**src/rtl/dsp_frame_sequencer.sv**
```systemverilog
// Frame sequencer: walks each channel of a frame through gain, pipeline tick and mix handshakes.
// Optional per-state watchdog is built when DSP_SEQ_WATCHDOG_EN is defined.
module dsp_frame_sequencer #(
    parameter int unsigned data_width     = 16,
    parameter int unsigned n_channels     = 2,
    parameter int unsigned n_pipelines    = 2,
    parameter int unsigned timeout_cycles = 4096
) (
    input  logic                                                clk,
    input  logic                                                reset,
    input  logic [n_channels*data_width-1:0]                    in_frame,
    input  logic                                                sample_ready,
    output logic                                                gain_req,
    output logic [data_width-1:0]                               gain_sample,
    input  logic                                                gain_done,
    output logic                                                pipeline_tick,
    output logic [((n_channels > 1) ? $clog2(n_channels) : 1)-1:0] tick_channel,
    input  logic [n_pipelines-1:0]                              pipelines_ready,
    output logic                                                mix_req,
    input  logic                                                mix_done,
    input  logic [data_width-1:0]                               mix_in,
    output logic [n_channels*data_width-1:0]                    out_frame,
    output logic                                                out_valid,
    output logic                                                ready,
    output logic [31:0]                                         frame_count,
    output logic [15:0]                                         overrun_count,
    input  logic                                                clear_status,
    output logic                                                timeout
);

    localparam int unsigned CH_W = (n_channels > 1) ? $clog2(n_channels) : 1;
    localparam logic [CH_W-1:0] LAST_CH = CH_W'(n_channels - 1);

    typedef enum logic [2:0] {
        S_IDLE,
        S_GAIN,
        S_SETTLE,
        S_PROC,
        S_MIX
    } state_t;

    state_t                state_q, state_d;
    logic [data_width-1:0] in_ch_c    [n_channels];
    logic [data_width-1:0] frame_q    [n_channels];
    logic [data_width-1:0] frame_d    [n_channels];
    logic [data_width-1:0] out_ch_q   [n_channels];
    logic [data_width-1:0] out_ch_d   [n_channels];
    logic [CH_W-1:0]       chan_q, chan_d, chan_next_c;
    logic [CH_W-1:0]       tick_channel_q, tick_channel_d;
    logic [data_width-1:0] gain_sample_q, gain_sample_d;
    logic                  gain_req_q, gain_req_d;
    logic                  pipeline_tick_q, pipeline_tick_d;
    logic                  mix_req_q, mix_req_d;
    logic                  out_valid_q, out_valid_d;
    logic                  ready_q, ready_d;
    logic                  timeout_q, timeout_d;
    logic [31:0]           frame_count_q, frame_count_d;
    logic [15:0]           overrun_count_q, overrun_count_d;
    logic                  event_c;
    logic                  wd_fire_c;

    // Channel views of the flat input/output frame buses
    for (genvar g = 0; g < n_channels; g++) begin : g_chan
        assign in_ch_c[g] = in_frame[g*data_width +: data_width];
        assign out_frame[g*data_width +: data_width] = out_ch_q[g];
    end

    assign chan_next_c = chan_q + CH_W'(1);

    always_comb begin
        event_c = 1'b0;
        case (state_q)
            S_GAIN:  event_c = gain_done;
            S_PROC:  event_c = &pipelines_ready;
            S_MIX:   event_c = mix_done;
            default: event_c = 1'b0;
        endcase
    end

`ifdef DSP_SEQ_WATCHDOG_EN
    localparam int unsigned WD_W = $clog2(timeout_cycles + 1);

    logic [WD_W-1:0] wd_q, wd_d;
    logic            waiting_c;

    assign waiting_c = (state_q == S_GAIN) || (state_q == S_PROC) || (state_q == S_MIX);
    assign wd_fire_c = waiting_c && !event_c && (wd_q == WD_W'(timeout_cycles - 1));

    // Reload on every state change so each wait state gets a full budget
    always_comb begin
        wd_d = wd_q;
        if (state_d != state_q) begin
            wd_d = '0;
        end else if (waiting_c && !event_c) begin
            wd_d = wd_q + WD_W'(1);
        end
    end

    always_ff @(posedge clk or posedge reset) begin
        if (reset) begin
            wd_q <= '0;
        end else begin
            wd_q <= wd_d;
        end
    end
`else
    logic wd_unused;
    assign wd_unused = ^32'(timeout_cycles);
    assign wd_fire_c = 1'b0;
`endif

    always_comb begin
        state_d         = state_q;
        frame_d         = frame_q;
        out_ch_d        = out_ch_q;
        chan_d          = chan_q;
        tick_channel_d  = tick_channel_q;
        gain_sample_d   = gain_sample_q;
        gain_req_d      = 1'b0;
        pipeline_tick_d = 1'b0;
        mix_req_d       = 1'b0;
        out_valid_d     = 1'b0;
        ready_d         = ready_q;
        timeout_d       = timeout_q;
        frame_count_d   = frame_count_q;
        overrun_count_d = overrun_count_q;

        if (sample_ready && (state_q != S_IDLE) && (overrun_count_q != 16'hFFFF)) begin
            overrun_count_d = overrun_count_q + 16'd1;
        end
        if (clear_status) begin
            overrun_count_d = 16'd0;
            timeout_d       = 1'b0;
        end
        if (wd_fire_c) begin
            timeout_d = 1'b1;
        end

        case (state_q)
            S_IDLE: begin
                if (sample_ready) begin
                    frame_d       = in_ch_c;
                    chan_d        = '0;
                    ready_d       = 1'b0;
                    gain_req_d    = 1'b1;
                    gain_sample_d = in_ch_c[0];
                    state_d       = S_GAIN;
                end
            end
            S_GAIN: begin
                if (gain_done || wd_fire_c) begin
                    pipeline_tick_d = 1'b1;
                    tick_channel_d  = chan_q;
                    state_d         = S_SETTLE;
                end
            end
            S_SETTLE: begin
                state_d = S_PROC;
            end
            S_PROC: begin
                if ((&pipelines_ready) || wd_fire_c) begin
                    mix_req_d = 1'b1;
                    state_d   = S_MIX;
                end
            end
            S_MIX: begin
                if (mix_done || wd_fire_c) begin
                    // A watchdog-forced exit keeps the previous sample for this channel
                    if (mix_done) begin
                        out_ch_d[chan_q] = mix_in;
                    end
                    if (chan_q == LAST_CH) begin
                        out_valid_d   = 1'b1;
                        ready_d       = 1'b1;
                        frame_count_d = frame_count_q + 32'd1;
                        state_d       = S_IDLE;
                    end else begin
                        chan_d        = chan_next_c;
                        gain_req_d    = 1'b1;
                        gain_sample_d = frame_q[chan_next_c];
                        state_d       = S_GAIN;
                    end
                end
            end
            default: begin
                state_d = S_IDLE;
                ready_d = 1'b1;
            end
        endcase
    end

    always_ff @(posedge clk or posedge reset) begin
        if (reset) begin
            state_q         <= S_IDLE;
            frame_q         <= '{default: '0};
            out_ch_q        <= '{default: '0};
            chan_q          <= '0;
            tick_channel_q  <= '0;
            gain_sample_q   <= '0;
            gain_req_q      <= 1'b0;
            pipeline_tick_q <= 1'b0;
            mix_req_q       <= 1'b0;
            out_valid_q     <= 1'b0;
            ready_q         <= 1'b1;
            timeout_q       <= 1'b0;
            frame_count_q   <= 32'd0;
            overrun_count_q <= 16'd0;
        end else begin
            state_q         <= state_d;
            frame_q         <= frame_d;
            out_ch_q        <= out_ch_d;
            chan_q          <= chan_d;
            tick_channel_q  <= tick_channel_d;
            gain_sample_q   <= gain_sample_d;
            gain_req_q      <= gain_req_d;
            pipeline_tick_q <= pipeline_tick_d;
            mix_req_q       <= mix_req_d;
            out_valid_q     <= out_valid_d;
            ready_q         <= ready_d;
            timeout_q       <= timeout_d;
            frame_count_q   <= frame_count_d;
            overrun_count_q <= overrun_count_d;
        end
    end

    assign gain_req      = gain_req_q;
    assign gain_sample   = gain_sample_q;
    assign pipeline_tick = pipeline_tick_q;
    assign tick_channel  = tick_channel_q;
    assign mix_req       = mix_req_q;
    assign out_valid     = out_valid_q;
    assign ready         = ready_q;
    assign frame_count   = frame_count_q;
    assign overrun_count = overrun_count_q;
    assign timeout       = timeout_q;

endmodule

```
**config.mk**
```make
export PLATFORM = sky130hd
export DESIGN_NAME = dsp_frame_sequencer
export DESIGN_NICKNAME = d
export VERILOG_FILES = /design/src/rtl/dsp_frame_sequencer.sv
export SDC_FILE = /design/constraint.sdc
export NUM_CORES = 1
export LEC_CHECK = 0
export ABC_AREA = 1
export BUFFER_PORTS_ARGS = -buffer_cell sky130_fd_sc_hd__buf_2
export CAP_MARGIN = 0
export CORE_MARGIN = 2
export CORE_UTILIZATION = 30
export CTS_BUF_LIST = sky130_fd_sc_hd__clkbuf_2 sky130_fd_sc_hd__clkbuf_4 sky130_fd_sc_hd__clkbuf_8
export CTS_CLUSTER_SIZE = 20
export DETAILED_ROUTE_END_ITERATION = 6
export GPL_TIMING_DRIVEN = 0
export PLACE_DENSITY_LB_ADDON = 0.05
export SLEW_MARGIN = 20
export SYNTH_ARGS = -nofsm -noshare
export SYNTH_HDL_FRONTEND = slang
export SYNTH_SLANG_ARGS = --single-unit
```
**constraint.sdc**
```tcl
create_clock -name clk -period 7.3 [get_ports clk]
set_input_delay 1.095 -clock clk [delete_from_list [all_inputs] [get_ports clk]]
set_output_delay 1.095 -clock clk [all_outputs]
set_load 0.005 [all_outputs]
```
* Word level (Yosys, flattened, before mapping)
Cells that the tools add are included.
Word-level totals: flip-flop bits (word level) 138, output and inout bits 103, input bits 56, word-level logic and storage cells 88
Operators by class: muxes and demuxes 36, bitwise logic cells 3, $lt $le $gt $ge 3, reduce and logical (&&, ||, !) cells 17, eq/ne operators 11, add/subtract/negate cells 3
Operators with widths (count):
- $mux W16 | 9
- $add A32 B1 Y32 const B | 1
- $bwmux W32 | 1
- $pmux W16 S2 | 1
- $add A16 B1 Y16 const B | 1
- $demux W16 S1 | 1
- $mux W1 | 16
- $ne A16 B16 Y1 const B | 1
- $pmux W3 S5 | 1
- $mux W3 | 4
- $ne A2 B2 Y1 const B | 6
- $reduce_and A4 Y1 | 3
- $reduce_and A2 Y1 | 4
- $eq A3 B2 Y1 const B | 2
- $reduce_and A3 Y1 | 2
- $ge A2 B2 Y1 const B | 2
- $not A1 Y2 | 2
- $pmux W1 S2 | 2
- $reduce_bool A2 Y1 | 2
- $eq A3 B1 Y1 const B | 1
- $eq A3 B3 Y1 const B | 1
- $logic_and A1 B1 Y1 | 3
- $logic_not A3 Y1 | 1
- $pmux W1 S3 | 1
- 5 further kinds | 5

* Logic depth before layout (Yosys ltp)
depth in word-level cells 8, mapped depth 10, mapped depth without buffers 9

* Least setup slack after synthesis
OpenSTA, ideal clock, no wires.
path type input port to flip-flop, start input mix_done, end register frame_count_q[19], in the netlist frame_count[19], stages 7, setup time 0.117 ns, path buffers 0, arrival time 1.835 ns, data required time 7.183 ns, setup slack 5.348 ns, path through nand2_1 > nor2_8 > nand3_2 > nor2_4 > nand2_1 > nand2_1 > nand2_1
Between the ends: cells in the longest elaborated chain, start to end 1
RTL lines:
- start: declaration | line 20 | input logic mix_done,
- $reduce_and A3 Y1 (no line)
- end signal: assignment | line 221 | frame_count_q <= frame_count_d;
- end: declaration | line 57 | logic [31:0] frame_count_q, frame_count_d;
Every way passes these cells. A chain may end at the register's enable or synchronous reset.

* Worst setup path after layout
start register ready_q, in the netlist ready, end output ready
RTL lines:
- start: declaration | line 55 | logic ready_q, ready_d;
- start signal: assignment | line 219 | ready_q <= ready_d;
- end: declaration | line 24 | output logic ready,
No word-level cell between the ends.

==> results.md <==
* RR Startpoint: overrun_count[1]
* Worst r2r path cells at 10
* Max Cap Viol at 0
* Antenna violations before repair at 1
* Top cells by area, synth: dfrtp_1, nand2_1, inv_1
* Final Max Tran Viols at 0
* Clk sinks at 124
* Final Wtd Congestion at 0.771
* Vias at 5302
* Status: complete, no violations
* Sw Ratio at 31.0%
* Final instance area at 7510 sq um
* Critical Path Fanout Max at 2
* Share of cells above drive strength 1 at 24.6%
* LEAKAGE at 4.05 nW
* Row count at 51
* Crit end category: output port
* Die X-Extent at 144 um
* Sequential cell fraction of total power at 44.4%
* DP Area at 7040 sq um
* Synth cell types at 33
* Core Area at 19300 sq um
* Synth area leader: dfrtp_1
* Finished Core Util at 38.8%
* RR Endpoint: overrun_count[8]
* Clock power share at 33.9%
* Crit path max-delay family: flip-flops
* Die area at 20800 sq um
* Crit path largest cell delay at 0.53 ns
* P&R area growth vs syn at 27.5%
* Minimum clock period at 2.18 ns
* RSZ-0062 raised after global routing: no
* Mapped Avg Cell Area at 8.11 sq um
* DRT Pass-1 Iters at 5
* CTS tree: built
* # DRC at 0
* Worst-path cell chain: buf_2
* DP HPWL at 11900 um
* Diodes inserted at 0
* Clk slew on worst S/H paths at 0.08 ns
* Synthesized net count at 784
* Post-route setup TNS at 0 ns
* Io pins at 159
* Max Freq at 458 MHz
* Largest net degree at the start of global routing at 65
* Clock buffer depth at 2
* Hold/Removal Path Class: flip-flop to flip-flop
* Crit path DAT at 1.09 ns
* Worst-skew pair later-pin latency at 0.45 ns
* Post_cts resized at 0
* Hold depth at 2
* Wire length per cell at 13.7 um
* Violation count after the first detailed-route iteration at 272
* Worst endpoint required time at 6.20 ns
* Max H-tree Level at 4
* P_int at 0.00147 W
* Global-route wire length before repair at 26500 um
* Post-Syn Area at 5890 sq um
* Worst-Margin Slew at 0.542 ns
* Drt total wl at 16200 um
* Hold Buf Count CTS at 0
* Sw Pwr at 0.000661 W
* Comb pwr share at 21.7%
* # nets final at 961
* Cell Count, Final, Fillers Out at 1181
* Synthesis Warnings at 0
* Setup Viol. Count Final at 0
* Setup Skew at 0.0123 ns
* Setup Crit Path Kind: flip-flop to output port
* Synth top area share at 52.3%
* Endpoint, Worst Hold: ready
* Setup bufs post-CTS at 0
* Fillers at 2083
* Placed cell count at 1149
* Starting density of the core at 30.4%
* Number of synthesized register bits at 124
* Power Density at 284 nW/um^2
* Register area share after synthesis at 52.7%
* VDD IR max at 0.118 mV
* Max_slew headroom at 63.9%
* All-Layer GR Usage at 16.4%
* CP bufs+invs at 1
* Total CTS buffers at 17
* Mapped Cells at 726
* Final Hold Fails at 0
* Crit path launch type: flip-flop
* Antenna viol nets, final at 0
* Hold Startpoint: ready
* Hold WS at 0.467 ns
* Via density at 4.49
* Input/output buffers at 157
* Fin crit share at 29.9%
* Slowest stage cell, crit path: dfstp_2
* R2R setup slack at 5.54 ns
* Clock root buffer: clkbuf_8
* Total grt overflow at 0
* Vias in the first global route at 5139
* Die Y at 144 um
-- Yosys cell counts --
master      n
nand3_2     1
nand4_2     1
buf_6       1
conb_1      1
o21a_1      9
buf_4       4
a31oi_1     1
o21ai_0    45
xor2_1     11
inv_2       1
o22ai_1     4
nand3b_1   11
clkbuf_1    8
nand4_1    20
nand2_2     5
a22oi_1     1
buf_2       8
nor3_1      6
dfstp_2     1
nor2_2      4
nor2_4      6
nor4_1      1
nor2_8      1
a21oi_1     1
inv_1      70
ha_1        2
xnor2_1     8
dfrtp_1   123
nand3_1    50
nand2_1   270
buf_1       1
nand2_4     1
nor2_1     49
-- registers in the layout, indices dropped and copies added, names as in the netlist --
name,flops
gain_sample,16
tick_channel,1
overrun_count,16
gain_req,1
ready,1
frame_count,32
frame_q,18
out_frame,32
state_q,3
chan_q,1
mix_req,1
pipeline_tick,1
out_valid,1
-- metrics by stage --
stage / total power (W) / worst slack, ns
finish: 0.00213 / 5.12
global route: 0.00228 / 5.03
CTS: 0.00217 / 5.07
detailed placement: 0.00143 / 4.87
global placement: 0.00142 / 1.12
floorplan: 0.00122 / 2.91
-- cell usage in the layout (no fill, tap or decap), types with 2 or more instances in the layout --
| cell type | netlist | layout |
|---|---|---|
| bufinv_16 | 0 | 5 |
| nor2_2 | 4 | 4 |
| clkinvlp_4 | 0 | 2 |
| dfrtp_1 | 123 | 123 |
| o21a_1 | 9 | 9 |
| nand3_1 | 50 | 50 |
| nor3_1 | 6 | 6 |
| ha_1 | 2 | 2 |
| xnor2_1 | 8 | 8 |
| buf_4 | 4 | 4 |
| o21ai_0 | 45 | 45 |
| inv_6 | 0 | 4 |
| nand2_2 | 5 | 5 |
| nor2_4 | 6 | 6 |
| inv_1 | 70 | 69 |
| nor2_1 | 49 | 49 |
| nand3b_1 | 11 | 11 |
| nand2_1 | 270 | 270 |
| xor2_1 | 11 | 11 |
| clkbuf_1 | 8 | 8 |
| nand4_1 | 20 | 20 |
| clkinv_4 | 0 | 4 |
| buf_2 | 8 | 165 |
| clkbuf_8 | 0 | 17 |
| o22ai_1 | 4 | 4 |
-- power groups by stage --
| stage | Combinational [W] | Sequential [W] | Clock, W |
|---|---|---|---|
| final | 0.000463 | 0.000946 | 0.000722 |
| after global placement | 0.000464 | 0.000954 | 0 |
| after global routing | 0.000530 | 0.000966 | 0.000781 |
| after detailed placement | 0.000474 | 0.000957 | 0 |
| after floorplan | 0.000259 | 0.000957 | 0 |
| after CTS | 0.000476 | 0.000947 | 0.000748 |
-- worst max-delay path by stage --
stage	from	endpoint	slack [ns]	depth (start not counted)
finish	ready	ready	5.12	1
global route	overrun_count[8]	overrun_count[8]	5.03	1
CTS	overrun_count[8]	overrun_count[8]	5.07	1
detailed placement	mix_done	frame_count[22]	4.87	6
global placement	reset	frame_count[5]	1.12	2
floorplan	reset	chan_q	2.91	1
-- area by class of cell --
| class | count | area [sq um] | area share (%) |
|---|---|---|---|
| repair buffers | 158 | 813 | 10.8 |
| inverters | 71 | 274 | 3.65 |
| multi-input cells | 509 | 2400 | 32.0 |
| well taps | 265 | 332 | 4.42 |
| clock inverters | 15 | 235 | 3.13 |
| clock buffers | 17 | 234 | 3.12 |
| plain buffers | 22 | 115 | 1.53 |
| flip-flops and latches | 124 | 3100 | 41.3 |
-- layer usage --
| metal | share of wire [%] | vias up | global-route usage [%] | wire length, um |
|---|---|---|---|---|
| met2 | 46 | 125 | 25.3 | 7530 |
| met3 | 6.6 | 13 | 5.76 | 1080 |
| met4 | 0.70 | 2 | 4.18 | 114 |
| met1 | 46 | 2502 | 22.0 | 7500 |
| met5 | 0.080 | - | 0 | 13 |
| li1 | - | 2660 | - | - |
-- cells by family after synthesis --
group                      count (synthesis)  synth area share (%)
other                                      1                0.0637
AOI/OAI and AO/OA                         61                  5.72
and+or+nand+nor                          426                  31.8
buffers and inverters                     93                  6.48
adders and majority gates                  2                 0.425
DFF                                      124                  52.7
xor gates and xnor gates                  19                  2.83
Power figures use the tool's default switching activity.
